**src/rtl/word_unload_shl_reg_pkg.sv**
```systemverilog
// Shared definitions for the word-unload shift register.
// Holds default geometry (word width, word count) and the unload FSM
// state enumeration used by the controller.
package word_unload_shl_reg_pkg;

  localparam int WORD_W_DEF = 16;
  localparam int NWORDS_DEF = 16;

  typedef enum logic [1:0] {
    ST_IDLE   = 2'd0,
    ST_UNLOAD = 2'd1,
    ST_DONE   = 2'd2
  } state_e;

endpackage

```
**src/rtl/word_unload_shl_reg_ctrl.sv**
```systemverilog
// Unload burst controller: FSM plus word counter.
//
//   state     | meaning
//   ----------+----------------------------------------------
//   ST_IDLE   | no burst; bit shifts and start are accepted
//   ST_UNLOAD | dout_valid high, one word leaves per handshake
//   ST_DONE   | one-cycle done pulse after the last word
//
// Ports:
//   clk, rst       clock, synchronous active-high reset
//   start          begins a burst (ignored while busy)
//   clr, set       register clear/load; these abort a running burst
//   dout_ready     consumer ready
//   dout_valid     high exactly in ST_UNLOAD
//   busy           high in ST_UNLOAD and ST_DONE
//   done           high exactly in ST_DONE
//   word_hs        a word is accepted this cycle (register shifts by one word)
module word_unload_ctrl
  import word_unload_shl_reg_pkg::*;
#(
  parameter int NWORDS = NWORDS_DEF
) (
  input  logic clk,
  input  logic rst,
  input  logic start,
  input  logic clr,
  input  logic set,
  input  logic dout_ready,
  output logic dout_valid,
  output logic busy,
  output logic done,
  output logic word_hs
);

  localparam int CNT_W = (NWORDS > 1) ? $clog2(NWORDS) : 1;
  localparam logic [CNT_W-1:0] LAST_CNT = CNT_W'(NWORDS - 1);

  state_e           state_q, state_d;
  logic [CNT_W-1:0] cnt_q, cnt_d;
  logic             abort;

  // clr/set outrank the handshake, so they also cancel it in the same cycle
  assign abort = clr | set;

  always_ff @(posedge clk) begin
    if (rst) begin
      state_q <= ST_IDLE;
      cnt_q   <= '0;
    end else begin
      state_q <= state_d;
      cnt_q   <= cnt_d;
    end
  end

  always_comb begin
    state_d = state_q;
    cnt_d   = cnt_q;
    case (state_q)
      ST_IDLE: begin
        if (start) begin
          state_d = ST_UNLOAD;
          cnt_d   = '0;
        end
      end
      ST_UNLOAD: begin
        if (abort) begin
          state_d = ST_IDLE;
        end else if (dout_ready) begin
          if (cnt_q == LAST_CNT) begin
            state_d = ST_DONE;
            cnt_d   = '0;
          end else begin
            cnt_d = cnt_q + 1'b1;
          end
        end
      end
      ST_DONE: state_d = ST_IDLE;
      default: state_d = ST_IDLE;
    endcase
  end

  always_comb begin
    dout_valid = (state_q == ST_UNLOAD);
    busy       = (state_q != ST_IDLE);
    done       = (state_q == ST_DONE);
    word_hs    = (state_q == ST_UNLOAD) && dout_ready && !abort;
  end

endmodule

```
**src/rtl/word_unload_shl_reg.sv**
```systemverilog
// Left-shifting register with serial bit load and burst word unload.
// Bits enter at the LSB one per we; a burst then presents the top word
// on dout and shifts one word left per accepted handshake.
//
// Ports:
//   clk, rst        clock, synchronous active-high reset
//   we, bit_in      bit shift (ignored while busy)
//   clr, set        clear to 0 / load value 1 (also abort a burst)
//   start           begin unload burst
//   dout            top word of the register (combinational)
//   dout_valid      word awaiting acceptance
//   dout_ready      consumer accepts dout
//   bit_out         register MSB
//   busy, done      burst in progress / one-cycle completion pulse
module word_unload_shl_reg
  import word_unload_shl_reg_pkg::*;
#(
  parameter int WORD_W = WORD_W_DEF,
  parameter int NWORDS = NWORDS_DEF
) (
  input  logic              clk,
  input  logic              rst,
  input  logic              we,
  input  logic              bit_in,
  input  logic              clr,
  input  logic              set,
  input  logic              start,
  output logic [WORD_W-1:0] dout,
  output logic              dout_valid,
  input  logic              dout_ready,
  output logic              bit_out,
  output logic              busy,
  output logic              done
);

  localparam int REG_W = WORD_W * NWORDS;

  logic [REG_W-1:0] reg_q, reg_d;
  logic             word_hs;

  word_unload_ctrl #(
    .NWORDS(NWORDS)
  ) u_ctrl (
    .clk       (clk),
    .rst       (rst),
    .start     (start),
    .clr       (clr),
    .set       (set),
    .dout_ready(dout_ready),
    .dout_valid(dout_valid),
    .busy      (busy),
    .done      (done),
    .word_hs   (word_hs)
  );

  always_ff @(posedge clk) begin
    if (rst) reg_q <= '0;
    else     reg_q <= reg_d;
  end

  // Priority clr > set > word unload > bit shift; word_hs already excludes clr/set.
  always_comb begin
    reg_d = reg_q;
    if (clr)                reg_d = '0;
    else if (set)           reg_d = REG_W'(1);
    else if (word_hs)       reg_d = reg_q << WORD_W;
    else if (we && !busy)   reg_d = {reg_q[REG_W-2:0], bit_in};
  end

  assign dout    = reg_q[REG_W-1 -: WORD_W];
  assign bit_out = reg_q[REG_W-1];

endmodule

```
**config.mk**
```make
export PLATFORM = sky130hd
export DESIGN_NAME = word_unload_shl_reg
export DESIGN_NICKNAME = d
export VERILOG_FILES = /design/src/rtl/word_unload_shl_reg_pkg.sv /design/src/rtl/word_unload_shl_reg_ctrl.sv /design/src/rtl/word_unload_shl_reg.sv
export SDC_FILE = /design/constraint.sdc
export NUM_CORES = 1
export LEC_CHECK = 0
export ABC_AREA = 1
export CORE_MARGIN = 2
export CORE_UTILIZATION = 60
export CTS_CLUSTER_DIAMETER = 120
export DETAILED_ROUTE_END_ITERATION = 7
export HOLD_SLACK_MARGIN = 0.15
export PLACE_DENSITY = 0.86
export SETUP_SLACK_MARGIN = 0.5
export SLEW_MARGIN = 25
export SYNTH_ARGS = -nofsm -noshare
export SYNTH_HDL_FRONTEND = slang
export SYNTH_SLANG_ARGS = --single-unit
```
**constraint.sdc**
```tcl
create_clock -name clk -period 2.6 [get_ports clk]
set_clock_uncertainty 0.15 [all_clocks]
set_input_delay 0.26 -clock clk [delete_from_list [all_inputs] [get_ports clk]]
set_output_delay 0.26 -clock clk [all_outputs]
set_load 0.1 [all_outputs]
```
==> results.yml <==
run_status:
  status: "finished clean"
yosys:
  synth_warnings: 0
  synthCells: 2306
  synth_top_family_by_area: "simple AND/OR/NAND/NOR gates"
  avgSynthCellArea_um2: 6.35
  synth-adder-area-share: 0.000854
  synth_fp_nets: 2315
  muxShareOfSynthArea: 0
  async_flop_share: 0
  syn-cell-area_um2: 14600
  synthXorXnorAreaFrac: 0
  yosysUniqueCellTypes: 19
  yosys.area_share.simple: 0.411
  yosysSeqAreaShare: 0.358
  yosys_register_bits: 262
  synth_ff_type: "dfxtp_1"
  synth_compound_area_frac: 0.0885
  synth-edff-count: 0
detailed_routing:
  drtIter0Drc: 2191
  drc: 0
  vias_per_cell: 6.07
  wirelength_um: 37600
  wl_per_cell_um: 15.1
  final_antenna_net_count: 0
  num_vias: 15100
  drtPass1Iterations: 6
critical_path:
  worst_setup_path_start_kind: "flip-flop"
  worstPathRequired_ns: 2.93
  worstPathCellList: "nor2_4 -> buf_4 -> nand2_4 -> buf_16 -> nand3_1 -> a21oi_1"
  r2r_start: "u_ctrl.state_q[1]"
  end_kind: "flip-flop"
  rr_endpoint: "reg_q[220]"
  reg2reg_slack_ns: 0.56
  cpLargestDelayFamily: "buffers and inverters"
  path_class: "flip-flop to flip-flop"
  cp_num_buf_inv: 2
  r2r_cells: 6
  cp_slowest_cell: "dfxtp_1"
  path_max_fanout: 120
  max_stage_delay_ns: 0.44
  cp.arrival_ns: 2.36
layout:
  drive_above_1_share: 0.0530
  nNetsFinal: 2160
  diodes: 0
  area_growth_pct: 7.47
  num-fill-cells: 2111
hold_path:
  min_from: "rst"
  holdPathEnd: "u_ctrl.state_q[0]"
  min_path_cells: 2
  min_path_type: "input pin to flip-flop"
sta:
  setup_viol: 0
  fin_setup_tns_ns: 0
  hold_viol: 0
  grt_setup_unrepaired: "no"
  max_slew.worst_pin.slew_ns: 0.633
  fin_crit_ns: 2.04
  maxSlewHeadroom: 0.578
  slew_violations: 0
  fmax_mhz: 491
  period_share: 0.783
  whs_ns: 0.207
place:
  numPortBuffers: 27
  gp_congestion: 0.808
  dpl.hpwl_um: 18100
grt:
  antenna_found_initial: 0
  grt_max_degree: 139
  grt-ovfl-total: 0
  grt_pass1_wl_um: 62800
  grtUsageTotal: 0.275
  grt_pass1_vias: 13500
cts:
  htreeDepth: 1
  cts_root_buffer: "clkbuf_16"
  cts_tree: "built"
  clk_pin_slew_worst_paths_ns: 0.06
  cts.sinks: 262
  numCtsBuffers: 28
  clkLatencyLatePin_ns: 0.55
  clockBufferDepth: 3
floorplan:
  die_y_um: 160
  core_um2: 24200
  start_util: 0.606
  fp.dieW_um: 160
  core.rowCount: 57
  io_pins: 28
  dieArea_um2: 25700
power_and_ir_drop:
  irDropWorstVdd_mv: 0.385
  p_clk_frac: 0.439
  p_per_area_nw_per_um2: 553
  p_int_mw: 6.41
  finalPower_mw: 8.70
  sw_frac_of_total: 0.264
  p_comb_frac: 0.095
  p_leak_nw: 5.54
  p_sw_mw: 2.30
  seqPwrFrac: 0.466
flow_run:
  maxCapViolations: 0
==> cells in the mapped netlist, types with 2 or more instances <==
cell type    n  area, um2
nand4_1    242       1510
nor2_1      11       41.3
clkbuf_1   144        541
dfxtp_1    262       5250
a21oi_1    258       1290
buf_1       24       90.1
nand2_1    525       1970
buf_2       74        370
nor2_2       2       12.5
nand3_1    488       2440
buf_4       17        128
nand3b_1     2       15.0
inv_1      251        942
==> metal layers <==
metal,share of wire,global-route usage,up-vias
met1,0.44,0.376,7077
met4,0.011,0.0590,0
met3,0.073,0.0286,39
li1,-,-,7393
met5,0,0,-
met2,0.48,0.472,611
==> power by group through the flow <==
stage	Sequential (mW)	Combinational, mW	Clock, mW
finish	4.05	0.830	3.82
CTS	4.05	0.793	3.86
global route	4.05	0.889	4.02
detailed placement	4.14	0.766	0
floorplan	4.14	0.578	0
global placement	4.14	0.762	0
==> cells in the final DEF (no fill, tap or decap), types with 2 or more instances in the layout <==
| cell | netlist | routed |
|---|---|---|
| a21oi_1 | 258 | 258 |
| buf_12 | 0 | 17 |
| buf_16 | 0 | 2 |
| buf_4 | 17 | 37 |
| buf_6 | 0 | 6 |
| clkbuf_1 | 144 | 9 |
| clkbuf_16 | 0 | 30 |
| clkbuf_8 | 0 | 4 |
| clkdlybuf4s50_1 | 0 | 5 |
| clkinv_2 | 0 | 3 |
| dfxtp_1 | 262 | 261 |
| dlygate4sd3_1 | 0 | 2 |
| inv_1 | 251 | 251 |
| nand2_1 | 525 | 523 |
| nand2_4 | 0 | 2 |
| nand3_1 | 488 | 487 |
| nand3b_1 | 2 | 2 |
| nand4_1 | 242 | 242 |
| nor2_1 | 11 | 10 |
| nor2_4 | 1 | 3 |
==> worst max path at each step <==
stage | startpoint | endpoint | slack, ns | cells past startpoint
after floorplan | reg_q[255] | dout[15] | 0.82 | 1
after CTS | u_ctrl.state_q[0] | busy | 0.47 | 4
after global routing | we | reg_q[92] | 0.50 | 7
after global placement | set | reg_q[96] | 0.42 | 7
after detailed placement | set | reg_q[218] | 0.38 | 7
final | u_ctrl.state_q[1] | reg_q[220] | 0.56 | 6
==> state kept, by name, summed over array words and instances, names as in the netlist <==
register / flops
u_ctrl.cnt_q: 4
reg_q: 256
u_ctrl.state_q: 2
==> kinds of logic (layout without fill, tap and decap cells) <==
group | after synthesis | after routing
adders and majority gates | 1 | 1
AOI/OAI and AO/OA | 259 | 259
and+or+nand+nor | 1273 | 1274
DFF | 262 | 262
buffers and inverters | 511 | 372
==> layout make-up <==
type / count / area, um2 / area share
repair buffers: 73 / 908 / 0.0577
multi-input cells: 1534 / 7380 / 0.469
clock buffers: 41 / 790 / 0.0502
clock inverters: 6 / 68.8 / 0.00437
flip-flops and latches: 262 / 5250 / 0.333
inverters: 252 / 946 / 0.0601
well taps: 324 / 405 / 0.0258
==> timing repair <==
item                                    CTS  global route
endpoints found under the setup margin    2            39
buffers inserted                          3             1
gates cloned                              1             4
hold endpoints to repair                 15             1
pin swaps                                 2             1
hold buffers                              1             1
gates resized for setup                   3             6
==> through the flow <==
| step | std cells | utilization | setup WS, ns | cell area [um2] |
|---|---|---|---|---|
| floorplan | 2306 | - | 0.816 | 14700 |
| global placement | 2434 | 0.608 | 0.422 | 14700 |
| detailed placement | 2434 | 0.608 | 0.375 | 14700 |
| CTS | 2486 | 0.647 | 0.471 | 15600 |
| global route | 2492 | 0.651 | 0.501 | 15700 |
| finish | 2492 | 0.651 | 0.563 | 15700 |
Note: power is estimated with default switching activity, not from simulation.
